$ cat config.mk
export PLATFORM = sky130hd
export DESIGN_NAME = segdecode_spi_master_flat
export DESIGN_NICKNAME = d
export VERILOG_FILES = /design/src/rtl/segdecode_pkg.sv /design/src/rtl/segdecode_spi_master_if.sv /design/src/rtl/segdecode_spi_shifter.sv /design/src/rtl/segdecode_spi_master.sv /design/src/flat_wrapper.sv
export SDC_FILE = /design/constraint.sdc
export NUM_CORES = 1
export LEC_CHECK = 0
export ABC_AREA = 1
export CAP_MARGIN = 20
export CELL_PAD_IN_SITES_DETAIL_PLACEMENT = 1
export CELL_PAD_IN_SITES_GLOBAL_PLACEMENT = 1
export CORE_ASPECT_RATIO = 0.9
export CORE_MARGIN = 3
export CORE_UTILIZATION = 25
export DETAILED_ROUTE_END_ITERATION = 8
export PLACE_DENSITY_LB_ADDON = 0.1
export SLEW_MARGIN = 20
export SYNTH_ARGS = -nofsm -noshare
export SYNTH_HDL_FRONTEND = slang
export SYNTH_SLANG_ARGS = --single-unit
$ cat constraint.sdc
create_clock -name clk -period 1.9 [get_ports clk]
set_input_delay 0.19 -clock clk [delete_from_list [all_inputs] [get_ports clk]]
set_output_delay 0.19 -clock clk [all_outputs]
set_load 0.02 [all_outputs]
$ cat src/rtl/segdecode_pkg.sv
// ---------------------------------------------------------------------------
// segdecode_pkg
//   Shared definitions for the segment/keypad decoder SPI initiator:
//   FSM state encoding, frame field layout and small frame-building helpers.
//   No ports (package).
// ---------------------------------------------------------------------------
package segdecode_pkg;

    typedef enum logic [2:0] {
        IDLE,
        SETUP,
        HIGH,
        LOW,
        GAP
    } state_e;

    // Frame layout: {column select, screen select, hex digit}, sent MSB first.
    localparam int COL_MSB    = 7;
    localparam int COL_LSB    = 6;
    localparam int SCR_MSB    = 5;
    localparam int SCR_LSB    = 4;
    localparam int DIG_MSB    = 3;
    localparam int DIG_LSB    = 0;
    localparam int FRAME_BITS = 8;
    localparam int NUM_POS    = 4;

    // Position k drives keypad column k and screen k with digit k.
    function automatic logic [FRAME_BITS-1:0] build_frame(input logic [1:0] pos,
                                                          input logic [3:0] digit);
        logic [FRAME_BITS-1:0] frame;
        frame                  = '0;
        frame[COL_MSB:COL_LSB] = pos;
        frame[SCR_MSB:SCR_LSB] = pos;
        frame[DIG_MSB:DIG_LSB] = digit;
        return frame;
    endfunction

    // Digit k lives at [4k+3:4k] of the packed digit word.
    function automatic logic [3:0] digit_sel(input logic [4*NUM_POS-1:0] digits,
                                             input logic [1:0]           pos);
        return digits[{pos, 2'b00} +: 4];
    endfunction

endpackage

$ cat src/rtl/segdecode_spi_master_if.sv
// ---------------------------------------------------------------------------
// segdecode_spi_master_if
//   SPI link between the host-side initiator and the decoder slave.
//   sck    : SPI clock, idle low
//   mosi   : initiator data, sampled by the slave on sck rising edge
//   spi_en : slave enable, active-high; slave latches the frame on its fall
//   miso   : slave keypad column state, low = key pressed
// ---------------------------------------------------------------------------
interface segdecode_spi_master_if;

    logic sck;
    logic mosi;
    logic spi_en;
    logic miso;

    modport master (
        output sck,
        output mosi,
        output spi_en,
        input  miso
    );

    modport slave (
        input  sck,
        input  mosi,
        input  spi_en,
        output miso
    );

endinterface

$ cat src/rtl/segdecode_spi_shifter.sv
// ---------------------------------------------------------------------------
// segdecode_spi_shifter
//   8-bit parallel-load, MSB-first shift register feeding MOSI.
//   clk     : system clock
//   rst     : synchronous reset, active-high
//   load_i  : load data_i (has priority over shift_i)
//   shift_i : shift left by one, zero fill
//   data_i  : parallel frame to load
//   msb_o   : current MSB, i.e. the bit on the wire
// ---------------------------------------------------------------------------
module segdecode_spi_shifter
    import segdecode_pkg::*;
(
    input  logic                  clk,
    input  logic                  rst,
    input  logic                  load_i,
    input  logic                  shift_i,
    input  logic [FRAME_BITS-1:0] data_i,
    output logic                  msb_o
);

    logic [FRAME_BITS-1:0] sr_q;
    logic [FRAME_BITS-1:0] sr_d;

    always_comb begin
        sr_d = sr_q;
        if (load_i) begin
            sr_d = data_i;
        end else if (shift_i) begin
            sr_d = {sr_q[FRAME_BITS-2:0], 1'b0};
        end
    end

    always_ff @(posedge clk) begin
        if (rst) begin
            sr_q <= '0;
        end else begin
            sr_q <= sr_d;
        end
    end

    assign msb_o = sr_q[FRAME_BITS-1];

endmodule

$ cat src/rtl/segdecode_spi_master.sv
// ---------------------------------------------------------------------------
// segdecode_spi_master
//   SPI initiator for the 7-segment/keypad decoder slave. Sweeps four display
//   positions, one 8-bit frame each, and samples MISO after every frame to
//   collect one key bit per keypad column.
//   clk          : system clock, rising edge
//   rst          : synchronous reset, active-high
//   scan_en_i    : 1 = sweep back-to-back, 0 = stop at the end of this sweep
//   digits_i     : digit k at [4k+3:4k]
//   keys_o       : key bit k = ~miso sampled after frame k of the last sweep
//   keys_valid_o : one-cycle pulse when keys_o updates
//   busy_o       : high while a sweep is in progress
//   spi          : SPI link (master modport)
// ---------------------------------------------------------------------------
module segdecode_spi_master
    import segdecode_pkg::*;
#(
    parameter int CLK_DIV = 2,   // clk cycles per SCK half-period, >= 1
    parameter int GAP_CYC = 4    // clk cycles EN is low after a frame, >= 2
) (
    input  logic                   clk,
    input  logic                   rst,
    input  logic                   scan_en_i,
    input  logic [4*NUM_POS-1:0]   digits_i,
    output logic [NUM_POS-1:0]     keys_o,
    output logic                   keys_valid_o,
    output logic                   busy_o,
    segdecode_spi_master_if.master spi
);

    localparam int                CNT_MAX    = (CLK_DIV > GAP_CYC) ? CLK_DIV : GAP_CYC;
    localparam int                DIV_W      = $clog2(CNT_MAX);
    localparam logic [DIV_W-1:0]  PHASE_LAST = DIV_W'(CLK_DIV - 1);
    localparam logic [DIV_W-1:0]  GAP_LAST   = DIV_W'(GAP_CYC - 1);

    state_e                 state_q, state_d;
    logic [DIV_W-1:0]       div_q, div_d;
    logic [2:0]             bit_q, bit_d;
    logic [1:0]             frame_q, frame_d;
    logic [4*NUM_POS-1:0]   dig_q, dig_d;
    logic [NUM_POS-1:0]     key_tmp_q, key_tmp_d;
    logic [NUM_POS-1:0]     keys_q, keys_d;
    logic                   keys_valid_q, keys_valid_d;
    logic                   busy_q, busy_d;

    logic                   sr_load;
    logic                   sr_shift;
    logic [FRAME_BITS-1:0]  sr_data;
    logic                   sr_msb;
    logic                   frame_active;

    segdecode_spi_shifter u_shifter (
        .clk     (clk),
        .rst     (rst),
        .load_i  (sr_load),
        .shift_i (sr_shift),
        .data_i  (sr_data),
        .msb_o   (sr_msb)
    );

    // NOTE: every signal gets its default before the case so no path leaves
    // a value unassigned, which would otherwise infer a latch.
    always_comb begin
        state_d      = state_q;
        div_d        = div_q;
        bit_d        = bit_q;
        frame_d      = frame_q;
        dig_d        = dig_q;
        key_tmp_d    = key_tmp_q;
        keys_d       = keys_q;
        keys_valid_d = 1'b0;
        busy_d       = busy_q;
        sr_load      = 1'b0;
        sr_shift     = 1'b0;
        sr_data      = '0;

        case (state_q)
            IDLE: begin
                if (scan_en_i) begin
                    // Snapshot the digits so a sweep never mixes old and new.
                    dig_d   = digits_i;
                    frame_d = 2'd0;
                    busy_d  = 1'b1;
                    div_d   = '0;
                    bit_d   = '0;
                    sr_load = 1'b1;
                    sr_data = build_frame(2'd0, digit_sel(digits_i, 2'd0));
                    state_d = SETUP;
                end
            end

            SETUP: begin
                if (div_q == PHASE_LAST) begin
                    div_d   = '0;
                    state_d = HIGH;
                end else begin
                    div_d = div_q + DIV_W'(1);
                end
            end

            HIGH: begin
                if (div_q == PHASE_LAST) begin
                    div_d    = '0;
                    // Advance mosi as sck falls, so it is stable around each rise.
                    sr_shift = 1'b1;
                    state_d  = LOW;
                end else begin
                    div_d = div_q + DIV_W'(1);
                end
            end

            LOW: begin
                if (div_q == PHASE_LAST) begin
                    div_d = '0;
                    if (bit_q == 3'd7) begin
                        bit_d   = '0;
                        state_d = GAP;
                    end else begin
                        bit_d   = bit_q + 3'd1;
                        state_d = HIGH;
                    end
                end else begin
                    div_d = div_q + DIV_W'(1);
                end
            end

            GAP: begin
                if (div_q == GAP_LAST) begin
                    div_d              = '0;
                    // The slave has settled MISO for this column by now.
                    key_tmp_d[frame_q] = ~spi.miso;
                    if (frame_q == 2'd3) begin
                        keys_d       = key_tmp_d;
                        keys_valid_d = 1'b1;
                        if (scan_en_i) begin
                            dig_d   = digits_i;
                            frame_d = 2'd0;
                            sr_load = 1'b1;
                            sr_data = build_frame(2'd0, digit_sel(digits_i, 2'd0));
                            state_d = SETUP;
                        end else begin
                            busy_d  = 1'b0;
                            state_d = IDLE;
                        end
                    end else begin
                        frame_d = frame_q + 2'd1;
                        sr_load = 1'b1;
                        sr_data = build_frame(frame_q + 2'd1,
                                              digit_sel(dig_q, frame_q + 2'd1));
                        state_d = SETUP;
                    end
                end else begin
                    div_d = div_q + DIV_W'(1);
                end
            end

            default: begin
                state_d = IDLE;
            end
        endcase
    end

    // NOTE: state uses non-blocking assignments so all registers update
    // together from values sampled at the same edge.
    always_ff @(posedge clk) begin
        if (rst) begin
            state_q      <= IDLE;
            div_q        <= '0;
            bit_q        <= '0;
            frame_q      <= '0;
            dig_q        <= '0;
            key_tmp_q    <= '0;
            keys_q       <= '0;
            keys_valid_q <= 1'b0;
            busy_q       <= 1'b0;
        end else begin
            state_q      <= state_d;
            div_q        <= div_d;
            bit_q        <= bit_d;
            frame_q      <= frame_d;
            dig_q        <= dig_d;
            key_tmp_q    <= key_tmp_d;
            keys_q       <= keys_d;
            keys_valid_q <= keys_valid_d;
            busy_q       <= busy_d;
        end
    end

    // SPI pins decode straight from the registered state, so reset forces
    // them idle on the very next edge.
    assign frame_active = (state_q == SETUP) || (state_q == HIGH) || (state_q == LOW);
    assign spi.spi_en   = frame_active;
    assign spi.sck      = (state_q == HIGH);
    assign spi.mosi     = frame_active & sr_msb;

    assign keys_o       = keys_q;
    assign keys_valid_o = keys_valid_q;
    assign busy_o       = busy_q;

endmodule

$ cat src/flat_wrapper.sv
// flat-port wrapper written by rule: the top's interface ports become plain ports
module segdecode_spi_master_flat import segdecode_pkg::*;
#(
    parameter int CLK_DIV = 2,                                          
    parameter int GAP_CYC = 4                                               
)
  (clk, rst, scan_en_i, digits_i, keys_o, keys_valid_o, busy_o, spi_sck, spi_mosi, spi_spi_en, spi_miso);
  segdecode_spi_master_if spi_i ();
  input  logic clk;
  input  logic rst;
  input  logic scan_en_i;
  input  logic [4*NUM_POS-1:0] digits_i;
  output logic [NUM_POS-1:0] keys_o;
  output logic keys_valid_o;
  output logic busy_o;
  output wire logic [$bits(spi_i.sck)-1:0] spi_sck;
  output wire logic [$bits(spi_i.mosi)-1:0] spi_mosi;
  output wire logic [$bits(spi_i.spi_en)-1:0] spi_spi_en;
  input wire logic [$bits(spi_i.miso)-1:0] spi_miso;
  assign spi_sck = spi_i.sck;
  assign spi_mosi = spi_i.mosi;
  assign spi_spi_en = spi_i.spi_en;
  assign spi_i.miso = spi_miso;
  segdecode_spi_master #(.CLK_DIV(CLK_DIV), .GAP_CYC(GAP_CYC)) u_core (.clk(clk), .rst(rst), .scan_en_i(scan_en_i), .digits_i(digits_i), .keys_o(keys_o), .keys_valid_o(keys_valid_o), .busy_o(busy_o), .spi(spi_i));
endmodule
After elaboration in Yosys (flattened, before gate mapping)
Cells that the tools add are included.

Register bits: 44. Input port bits: 20.

Add/subtract/negate cells: 3. $lt $le $gt $ge: 2. Equality and inequality tests: 15. Shifts and indexed selects: 1. Multiplexer cells: 46. Bitwise gates (word level): 4. Reduce and logical (&&, ||, !) cells: 18.

Operators with widths (count): $mux W16 (3); $mux W8 (4); $pmux W16 S2 (1); $mux W3 (9); $pmux W8 S2 (1); $shiftx A16 B5 Y4 (1); $pmux W3 S5 (1); $mux W1 (13); $mux W2 (6); $ne A2 B1 Y1 const B (5); $reduce_and A5 Y1 (2); $reduce_and A3 Y1 (3); $eq A3 B2 Y1 const B (2); $eq A3 B3 Y1 const B (2); $pmux W2 S3 (1); $pmux W3 S2 (1); $reduce_and A2 Y1 (3); $reduce_bool A2 Y1 (3); $reduce_or A3 Y1 (2); $add A2 B1 Y2 const B (2); $bwmux W4 (1); $eq A2 B2 Y1 const B (2); $mux W4 (1); $ne A2 B2 Y1 const B (2); 14 further kinds (18).

Logic depth before layout (Yosys ltp)
Gate-level depths: netlist (run 1).

Depth after elaboration: 6. Gate-level depth with buffers: 10. Gate-level depth less buffers: 10.

By module
A second synthesis (run 1) with hierarchy kept.

Cell total of the unflattened synthesis: 339. Area total of the unflattened synthesis: 2457.4 um^2.

Modules (own cells, without submodules): segdecode_spi_master (times used 1, cells an instance 279, area each 2058.2 um^2, sequential area each 700.7 um^2); segdecode_spi_shifter (times used 1, cells an instance 60, area each 399.1 um^2, sequential area each 160.2 um^2).

Worst setup path before layout (run 1)
OpenSTA, ideal clock, no wires.

Path type: register -> register. Start point: register u_core.frame_q[0]. End point: register u_core.u_shifter.sr_q[1]. Library setup time: 0.116 ns. Arrival: 1.485 ns. Required time: 1.784 ns. Slack: 0.299 ns. Cell stages (with the launch flop): 11. Path buffers: 0. Clock period less this slack: 1.601 ns. Cell sequence: dfxtp_1 > clkinv_1 > ha_1 > inv_1 > nand3_1 > nand2_1 > nand2_1 > nand2_1 > nand2_1 > nand2_1 > a21oi_1.

Longest elaborated chain between the ends: 6. Elaborated cells on any way between the ends: 11.

RTL lines: start, declared (line segdecode_spi_master.sv:39) `logic [1:0] frame_q, frame_d;`; start signal, assigned (line segdecode_spi_master.sv:180) `frame_q <= frame_d;`; $add A2 B1 Y2 (line segdecode_spi_master.sv:149) `digit_sel(dig_q, frame_q + 2'd1));`; $shiftx A16 B5 Y4 (line segdecode_pkg.sv:41) `return digits[{pos, 2'b00} +: 4];`; $mux W8 (line segdecode_spi_master.sv:132) `if (frame_q == 2'd3) begin`; $mux W8 (line segdecode_spi_master.sv:128) `if (div_q == GAP_LAST) begin`; $pmux W8 S2 (line segdecode_spi_master.sv:77) `case (state_q)`; $mux W8 (line segdecode_spi_shifter.sv:27) `if (load_i) begin`; end signal, assigned (line segdecode_spi_shifter.sv:38) `sr_q <= sr_d;`; end, declared (line segdecode_spi_shifter.sv:22) `logic [FRAME_BITS-1:0] sr_q;`.

Several ways; a longest one is shown, not always the timed one. A chain may end at the register's enable or synchronous reset.

Worst setup path after layout (run 1)
Start point: register u_core.frame_q[1]. End point: register u_core.dig_q[15].

Longest elaborated chain between the ends: 3.

RTL lines: $eq A2 B2 Y1 (line segdecode_spi_master.sv:132); $ne A2 B1 Y1 (no line); $reduce_and A3 Y1 (no line); end signal, assigned (line segdecode_spi_master.sv:181) `dig_q <= dig_d;`; end, declared (line segdecode_spi_master.sv:40) `logic [4*NUM_POS-1:0] dig_q, dig_d;`.

No other way between the ends.

==> results of run 1 <==
[kinds of logic after synthesis]
kind of cell	after synthesis
AO/OA/AOI/OAI	75
AND/OR/NAND/NOR	141
adder cells (fa/ha/maj)	10
buffers and inverters	44
flip-flops	44
[cell type report]
type / instances / area [µm²]
Fill cell: 1054 / 5512
Timing Repair Buffer: 41 / 399.1
Multi-Input combinational cell: 226 / 1140
Sequential cell: 44 / 884.6
Inverter: 35 / 131.4
Tap cell: 115 / 143.9
Clock buffer: 8 / 90.09
[path summary, 6_finish.rpt]
path / startpoint / cells after the start / endpoint / slack (ns)
max reg2reg: u_core.frame_q[1] / 7 / u_core.dig_q[15] / 0.22
max: u_core.frame_q[1] / 7 / u_core.dig_q[15] / 0.22
min: u_core.dig_q[11] / 2 / u_core.dig_q[11] / 0.46
min reg2reg: u_core.dig_q[11] / 2 / u_core.dig_q[11] / 0.46
[power groups by stage]
stage | combinational (W) | sequential [W] | clock [W]
2_1_floorplan | 0.000904 | 0.00128 | 0
3_3_place_gp | 0.00123 | 0.00131 | 0
3_5_place_dp | 0.00124 | 0.00132 | 0
4_1_cts | 0.00123 | 0.00130 | 0.000642
5_1_grt | 0.00141 | 0.00133 | 0.000679
6_report | 0.00121 | 0.00130 | 0.000604
[cells in the final DEF, fill, tap and decap left out, types with 2 or more instances in the layout]
| cell | instances |
|---|---|
| sky130_fd_sc_hd__o21ai_1 | 5 |
| sky130_fd_sc_hd__dfxtp_2 | 3 |
| sky130_fd_sc_hd__clkdlybuf4s50_1 | 25 |
| sky130_fd_sc_hd__o21ai_2 | 2 |
| sky130_fd_sc_hd__buf_12 | 2 |
| sky130_fd_sc_hd__nand2_4 | 4 |
| sky130_fd_sc_hd__buf_4 | 11 |
| sky130_fd_sc_hd__a21oi_1 | 36 |
| sky130_fd_sc_hd__nand2_2 | 2 |
| sky130_fd_sc_hd__clkbuf_8 | 6 |
| sky130_fd_sc_hd__o21ai_0 | 30 |
| sky130_fd_sc_hd__dfxtp_1 | 41 |
| sky130_fd_sc_hd__nor3_2 | 2 |
| sky130_fd_sc_hd__or2_2 | 2 |
| sky130_fd_sc_hd__ha_1 | 9 |
| sky130_fd_sc_hd__clkbuf_1 | 2 |
| sky130_fd_sc_hd__inv_1 | 31 |
| sky130_fd_sc_hd__clkinv_1 | 2 |
| sky130_fd_sc_hd__nand2_1 | 75 |
| sky130_fd_sc_hd__nor2_1 | 37 |
| sky130_fd_sc_hd__dlygate4sd2_1 | 3 |
| sky130_fd_sc_hd__nand3_1 | 15 |
| sky130_fd_sc_hd__inv_2 | 2 |
[what timing repair did]
action,CTS,global route
cloned,0,0
setup endpoints to repair,3,3
gates resized for setup,6,1
[sequential cells by signal (all words and copies together), names as in the netlist]
name and cells:
u_core.state_q 3, u_core.keys_valid_o 1, u_core.key_tmp_q 4, u_core.frame_q 2
u_core.bit_q 3, u_core.busy_o 1, u_core.keys_o 4, u_core.div_q 2
u_core.dig_q 16, u_core.u_shifter.sr_q 8
[critical path: cells and delay by family (launching register included)]
kind            cells  cell delay [ns]
fa+ha+maj           1             0.28
buf+inv             1             0.19
compound gates      2             0.21
simple gates        3             0.47
flops               1             0.42
[stage by stage]
stage | total power (W) | worst slack [ns] | instance area, µm²
5_1_grt | 0.003416 | 0.02020 | 2789
4_1_cts | 0.003180 | 0.1222 | 2786
3_5_place_dp | 0.002562 | 0.07554 | 2696
2_1_floorplan | 0.002180 | 0.2985 | 2205
6_report | 0.003111 | 0.2190 | 2789
3_3_place_gp | 0.002547 | 0.1354 | 2696
[routing by layer]
| metal | vias to the layer above | GRT usage | share of wire |
|---|---|---|---|
| met1 | 968 | 0.1719 | 0.51 |
| met3 | 4 | 0.02437 | 0.023 |
| met2 | 18 | 0.2163 | 0.46 |
| met5 | - | 0 | 0 |
| li1 | 1091 | - | - |
| met4 | 0 | 0.03279 | 0.0067 |
==> metrics.json, run 1 <==
{
  "hold-worst-slack_ns": 0.4588,
  "wl_per_cell_um": 12.80,
  "total_internal_power_w": 0.001924,
  "simple_gate_share_of_the_synthesized_area": 0.2838,
  "postSynth.asyncResetShare": 0,
  "critPathMaxStageDelay_ns": 0.42,
  "setup-tns-final_ns": 0,
  "worst_ep_required_time_ns": 2.09,
  "portBuffers": 28,
  "detail_route.wirelength_mm": 6.001,
  "synth-warning-count": 0,
  "final_util": 0.3360,
  "finalNonFillerCells": 469,
  "clkLatencyLatePin_ns": 0.29,
  "clock_tree.buffer_depth": 2,
  "die_area_um2": 9983,
  "antenna-diode-count": 0,
  "initial_antenna_violation_count": 0,
  "routed_via_density": 4.437,
  "grt_pass1_wl_mm": 10.34,
  "post_synth_mux_area_share": 0,
  "floorplan.die.width_um": 105.0,
  "core_area_um2": 8300,
  "timing_worst_slew_pin_value_ns": 0.3461,
  "numCtsBuffers": 5,
  "hp-class": "register to register",
  "synthesis.instances": 314,
  "fin_crit_ns": 1.681,
  "placed_instances": 461,
  "cts.htree.levels": 2,
  "cts_root_buf": "sky130_fd_sc_hd__clkbuf_8",
  "placementRows": 31,
  "yosysUniqueCellTypes": 27,
  "mappedNetlistArea_um2": 2205,
  "max_cap_violations": 0,
  "first_global_vias": 2144,
  "relative_contribution_of_combinational_cells_to_total_power": 0.389,
  "report.final.hold_viol_count": 0,
  "die_height_um": 95.09,
  "share_seq_of_total_power": 0.417,
  "yosys-top-cells-count": "75 x sky130_fd_sc_hd__nand2_1, 44 x sky130_fd_sc_hd__dfxtp_1, 37 x sky130_fd_sc_hd__nor2_1",
  "drc_violation_total_after_the_first_tritonroute_iteration": 66,
  "setup_viol": 0,
  "final_layout_size_suffix_gt1_frac": 0.1102,
  "crit_path_start_kind": "register",
  "critical_path_arrival_ns": 1.87,
  "synth-compound-area-share": 0.1754,
  "cp_cell_sequence": "ha_1, nand2_1, nand3_1, nand2_2, buf_12, o21ai_0, a21oi_1",
  "largest_net_degree_at_the_start_of_global_routing": 26,
  "run_status": "finished clean",
  "clock_sink_count": 44,
  "dominant_combinational_cell_family_by_area_after_synthesis": "simple AND/OR/NAND/NOR gates",
  "ys_ff_latch": 44,
  "synthMostInstantiatedCell": "sky130_fd_sc_hd__nand2_1",
  "synth_top_area_cell": "sky130_fd_sc_hd__dfxtp_1",
  "ant_nets": 0,
  "syn-num-nets": 344,
  "iteration_count_of_the_initial_detailed_routing_pass": 4,
  "clock_skew_ns": 0.004615,
  "powerDensity_nw_per_um2": 1115,
  "setup_repair_after_global_routing_missed_its_margin": "no",
  "routabilityCongestion": 0.7482,
  "p_leak_nw": 1.166,
  "synth_enable_flop_cells": 0,
  "grt_overflow_total": 0,
  "postSynthAreaPerCell_um2": 7.021,
  "critPathSlowestCell": "sky130_fd_sc_hd__dfxtp_1",
  "via_count": 2081,
  "drc": 0,
  "timing.critical_path.to_type": "register",
  "vdd.ir_drop.worst_mv": 0.2900,
  "hpwlAfterDp_mm": 4.602,
  "synth-adder-area-share": 0.05675,
  "clkTransAtPathRegs_ns": 0.08,
  "post-route-period-util": 0.8848,
  "initial_core_util": 0.2656,
  "synth_largest_type_area_fraction": 0.3995,
  "synth_seq_area_share": 0.3995,
  "clock.fmax_ghz": 0.5949,
  "cts_tree": "yes",
  "power.share.clock": 0.194,
  "critical_path.max_fanout": 14,
  "sw_frac_of_total": 0.3814,
  "ios": 29,
  "path_class": "register to register",
  "synth-xor-area-share": 0,
  "netlist_top_cells_area": "sky130_fd_sc_hd__dfxtp_1 40%, sky130_fd_sc_hd__nand2_1 13%, sky130_fd_sc_hd__a21oi_1 8.2%, sky130_fd_sc_hd__o21ai_0 6.8%, sky130_fd_sc_hd__nor2_1 6.3%",
  "holdBufCountCts": 0,
  "cts_setup_buffers": 0,
  "area_growth_syn_to_layout_pct": 26.50,
  "net_switching_w": 0.001186,
  "grt_use_total": 0.1288,
  "nNetsFinal": 383,
  "slew_headroom": 0.7680,
  "predominant_post_synthesis_flop_cell": "sky130_fd_sc_hd__dfxtp_1",
  "timing_max_transition_violations_final": 0
}
Power figures use the tool's default switching activity.
==> inputs of run 2 (changes only) <==
==> constraint.sdc (replaced) <==
create_clock -name clk -period 1.4 [get_ports clk]
set_input_delay 0.14 -clock clk [delete_from_list [all_inputs] [get_ports clk]]
set_output_delay 0.14 -clock clk [all_outputs]
set_load 0.02 [all_outputs]
==> run 2 against run 1 <==
First-iteration DRC count is 53% lower. Design area is 25% higher. Maximum frequency up 15%. Highest routed layer unchanged. Global-route usage up 1.2 points. Sequential power increased by 34%. Clock skew is 0.0015 ns lower. Die area stayed put. The run now ends with negative setup slack left. Setup slack lost 0.28 ns. Largest cell class unchanged. Clock-buffer cell count unchanged. Sequential share of layout area fell by 6.0 points.
==> metrics.json, run 2 (synthesized netlist as in run 1, its figures left out) <==
{
  "setup_repair_after_global_routing_missed_its_margin": {"value": "yes", "change": "was no"},
  "first_global_vias": {"value": 2309, "change": "was 2144"},
  "failed_checks": "negative setup slack",
  "clkTransAtPathRegs": {"value": 0.08, "unit": "ns", "change": "about the same"},
  "floorplan.die.width": {"value": 105.0, "unit": "µm", "change": "unchanged"},
  "power.share.clock": {"value": 0.159, "change": "was 0.194"},
  "die_height": {"value": 95.09, "unit": "µm", "change": "unchanged"},
  "numCtsBuffers": {"value": 5, "change": "unchanged"},
  "share_seq_of_total_power": {"value": 0.327, "change": "was 0.417"},
  "area_growth_syn_to_layout": {"value": 57.60, "unit": "%", "change": "was 26.50%"},
  "portBuffers": {"value": 28, "change": "unchanged"},
  "max_cap_violations": {"value": 0, "change": "unchanged"},
  "mostFrequentLayoutCell": {"value": "sky130_fd_sc_hd__nand2_1", "change": "unchanged"},
  "vdd.ir_drop.worst": {"value": 0.4219, "unit": "mV", "change": "was 0.2900 mV"},
  "final_util": {"value": 0.4186, "change": "was 0.3360"},
  "clock_tree.buffer_depth": {"value": 2, "change": "unchanged"},
  "grt_met1_usage": {"value": 0.1891, "change": "was 0.1719"},
  "crit_path_start_kind": {"value": "register", "change": "unchanged"},
  "via_count": {"value": 2322, "change": "was 2081"},
  "worst_ep_required_time": {"value": 1.64, "unit": "ns", "change": "was 2.09 ns"},
  "routed_via_density": {"value": 4.406, "change": "was 4.437"},
  "fillerInstances": {"value": 1042, "change": "was 1054"},
  "reg.largest.list": {"value": "u_core.dig_q x16, u_core.u_shifter.sr_q x8", "change": "unchanged"},
  "slew_headroom": {"value": 0.8079, "change": "was 0.7680"},
  "initial_antenna_violation_count": {"value": 0, "change": "unchanged"},
  "wl_per_cell": {"value": 13.03, "unit": "µm", "change": "was 12.80 µm"},
  "clock_sink_count": {"value": 44, "change": "unchanged"},
  "setup-tns-final": {"value": -0.8702, "unit": "ns", "change": "was 0 ns"},
  "p_leak": {"value": 1.525, "unit": "nW", "change": "was 1.166 nW"},
  "nNetsFinal": {"value": 441, "change": "was 383"},
  "clock.fmax": {"value": 0.6852, "unit": "GHz", "change": "was 0.5949 GHz"},
  "drc_violation_total_after_the_first_tritonroute_iteration": {"value": 31, "change": "was 66"},
  "clkLatencyLatePin": {"value": 0.29, "unit": "ns", "change": "about the same"},
  "sw_frac_of_total": {"value": 0.3815, "change": "was 0.3814"},
  "ios": {"value": 29, "change": "unchanged"},
  "max_flop_register": {"value": "u_core.dig_q", "change": "unchanged"},
  "timing_worst_slew_pin_value": {"value": 0.2851, "unit": "ns", "change": "was 0.3461 ns"},
  "hold-worst-slack": {"value": 0.4587, "unit": "ns", "change": "was 0.4588 ns"},
  "routabilityCongestion": {"value": 0.7314, "change": "was 0.7482"},
  "timing_max_transition_violations_final": {"value": 0, "change": "unchanged"},
  "worst-r2r-cell-count": {"value": 8, "change": "was 7"},
  "placementRows": {"value": 31, "change": "unchanged"},
  "critical_path.startpoint": {"value": "u_core.state_q[0]", "change": "was u_core.frame_q[1]"},
  "path_class": {"value": "register to register", "change": "unchanged"},
  "die_area": {"value": 9983, "unit": "µm²", "change": "unchanged"},
  "grt_use_total": {"value": 0.1404, "change": "was 0.1288"},
  "setup.worst_path.end": {"value": "u_core.u_shifter.sr_q[5]", "change": "was u_core.dig_q[15]"},
  "net_switching": {"value": 0.002026, "unit": "W", "change": "was 0.001186 W"},
  "iteration_count_of_the_initial_detailed_routing_pass": {"value": 4, "change": "unchanged"},
  "largest_reg_flops": {"value": 16, "change": "unchanged"},
  "drc": {"value": 0, "change": "unchanged"},
  "setup_ws": {"value": -0.05935, "unit": "ns", "change": "was 0.2190 ns"},
  "report.final.hold_viol_count": {"value": 0, "change": "unchanged"},
  "regToRegEndpoint": {"value": "u_core.u_shifter.sr_q[5]", "change": "was u_core.dig_q[15]"},
  "timing.critical_path.to_type": {"value": "register", "change": "unchanged"},
  "core_area": {"value": 8300, "unit": "µm²", "change": "unchanged"},
  "rr_startpoint": {"value": "u_core.state_q[0]", "change": "was u_core.frame_q[1]"},
  "hp-class": {"value": "input pin to register", "change": "was register to register"},
  "post-place-ws": {"value": -0.2499, "unit": "ns", "change": "was 0.07554 ns"},
  "fin_crit": {"value": 1.459, "unit": "ns", "change": "was 1.681 ns"},
  "global_route.peak_usage_layer": {"value": "met2", "change": "unchanged"},
  "timing.reg2reg.setup_slack": {"value": -0.06, "unit": "ns", "change": "was 0.22 ns"},
  "hpwlAfterDp": {"value": 5.033, "unit": "mm", "change": "was 4.602 mm"},
  "post-route-period-util": {"value": 1.042, "change": "was 0.8848"},
  "total_internal_power": {"value": 0.003284, "unit": "W", "change": "was 0.001924 W"},
  "cts_root_buf": {"value": "sky130_fd_sc_hd__clkbuf_8", "change": "unchanged"},
  "grt_pass1_wl": {"value": 11.24, "unit": "mm", "change": "was 10.34 mm"},
  "ant_nets": {"value": 0, "change": "unchanged"},
  "relative_contribution_of_combinational_cells_to_total_power": {"value": 0.514, "change": "was 0.389"},
  "clock_skew": {"value": 0.003149, "unit": "ns", "change": "was 0.004615 ns"},
  "grt_overflow_total": {"value": 0, "change": "unchanged"},
  "grt.met3_usage": {"value": 0.03521, "change": "was 0.02437"},
  "antenna-diode-count": {"value": 0, "change": "unchanged"},
  "largest_net_degree_at_the_start_of_global_routing": {"value": 18, "change": "was 26"},
  "setup_viol": {"value": 27, "change": "was 0"},
  "run_status": {"value": "finished with violations", "change": "was finished clean"},
  "critical_path.max_fanout": {"value": 5, "change": "was 14"},
  "final_layout_size_suffix_gt1_frac": {"value": 0.3641, "change": "was 0.1102"},
  "cts.htree.levels": {"value": 2, "change": "unchanged"},
  "initial_core_util": {"value": 0.2656, "change": "unchanged"},
  "powerDensity": {"value": 1528, "unit": "nW/µm²", "change": "was 1115 nW/µm²"},
  "grtUsageMet2": {"value": 0.2329, "change": "was 0.2163"},
  "cts_tree": {"value": "yes", "change": "unchanged"},
  "detail_route.wirelength": {"value": 6.866, "unit": "mm", "change": "was 6.001 mm"},
  "critical_path_arrival": {"value": 1.70, "unit": "ns", "change": "was 1.87 ns"},
  "commonest_non_fill_non_tap_cells_in_the_layout": {"value": "65 x sky130_fd_sc_hd__nand2_1, 60 x sky130_fd_sc_hd__buf_4, 37 x sky130_fd_sc_hd__dfxtp_1, 31 x sky130_fd_sc_hd__nor2_1, 25 x sky130_fd_sc_hd__o21ai_0", "change": "was 75 x sky130_fd_sc_hd__nand2_1, 41 x sky130_fd_sc_hd__dfxtp_1, 37 x sky130_fd_sc_hd__nor2_1, 36 x sky130_fd_sc_hd__a21oi_1, 31 x sky130_fd_sc_hd__inv_1"}
}
==> run 2: cell types whose count changed in the layout (fill, tap and decap cells not counted), moves of 7 or more <==
cell | before | now
sky130_fd_sc_hd__buf_4 | 11 | 60
sky130_fd_sc_hd__inv_1 | 31 | 24
sky130_fd_sc_hd__a21oi_2 | 0 | 14
sky130_fd_sc_hd__nand2_1 | 75 | 65
sky130_fd_sc_hd__a21oi_1 | 36 | 22
sky130_fd_sc_hd__buf_6 | 0 | 10
==> run 2: repair_timing <==
action,CTS,global route
gates cloned,1,0
setup buffers,3,7
hold buffers,0,0
gates resized for setup,55,46
pin swaps,12,12
endpoints found under the setup margin,47,47
==> run 2: per-stage QoR <==
step                      instances  cell area, µm²  power (W)
after global placement          509            3064   0.003950
final                           527            3475   0.005310
after detailed placement        509            3064   0.004004
after floorplan                 314            2225   0.002972
after global routing            527            3475   0.005739
after CTS                       521            3302   0.005161
==> run 2: power groups by stage <==
| stage | Clock (W) | Sequential [W] | Combinational, W |
|---|---|---|---|
| floorplan | 0 | 0.00174 | 0.00124 |
| global placement | 0 | 0.00173 | 0.00222 |
| detailed placement | 0 | 0.00174 | 0.00226 |
| CTS | 0.000895 | 0.00172 | 0.00254 |
| global route | 0.000937 | 0.00178 | 0.00302 |
| finish | 0.000844 | 0.00174 | 0.00273 |
==> run 2: area by class of cell <==
class                   count  area, µm²  area share
repair buffers             98      843.3      0.2427
inverters                  35      142.6     0.04105
multi-input cells         227       1360      0.3914
clock buffers               8      90.09     0.02593
well taps                 115      143.9     0.04141
flip-flops and latches     44      894.6      0.2575
==> run 2: critical path, stage by stage (launching register included) <==
cell and delay (ns):
sky130_fd_sc_hd__dfxtp_2 0.33, sky130_fd_sc_hd__buf_6 0.13, sky130_fd_sc_hd__nor2_4 0.19, sky130_fd_sc_hd__nand3_4 0.16, sky130_fd_sc_hd__clkinvlp_4 0.14, sky130_fd_sc_hd__nand4_1 0.19, sky130_fd_sc_hd__nand2_4 0.14, sky130_fd_sc_hd__a21oi_2 0.04
sky130_fd_sc_hd__nor2_1 0.09
==> run 2: routing by layer <==
| layer | wire length (µm) | share of wire |
|---|---|---|
| met1 | 3374 | 0.49 |
| met2 | 3284 | 0.48 |
| met3 | 163 | 0.024 |
| met4 | 43 | 0.0063 |
| met5 | 0 | 0 |
==> run 2: worst min-delay path by stage <==
stage / startpoint / end / slack, ns / cells past startpoint
final: digits_i[8] / u_core.dig_q[8] / 0.46 / 3
after floorplan: digits_i[12] / u_core.dig_q[12] / 0.30 / 2
after global placement: u_core.dig_q[14] / u_core.dig_q[14] / 0.45 / 2
after detailed placement: u_core.dig_q[10] / u_core.dig_q[10] / 0.45 / 2
after global routing: digits_i[8] / u_core.dig_q[8] / 0.47 / 3
after CTS: digits_i[8] / u_core.dig_q[8] / 0.45 / 3
==> inputs of run 3 (changes only) <==
--- a/config.mk
+++ b/config.mk
@@ -13,6 +13,7 @@
 export CORE_MARGIN = 3
 export CORE_UTILIZATION = 25
 export DETAILED_ROUTE_END_ITERATION = 8
+export HOLD_SLACK_MARGIN = 0.02
 export PLACE_DENSITY_LB_ADDON = 0.1
 export SLEW_MARGIN = 20
 export SYNTH_ARGS = -nofsm -noshare
==> results of run 3 <==
Same layout as run 2: the final DEF is identical, and so are final timing and power.
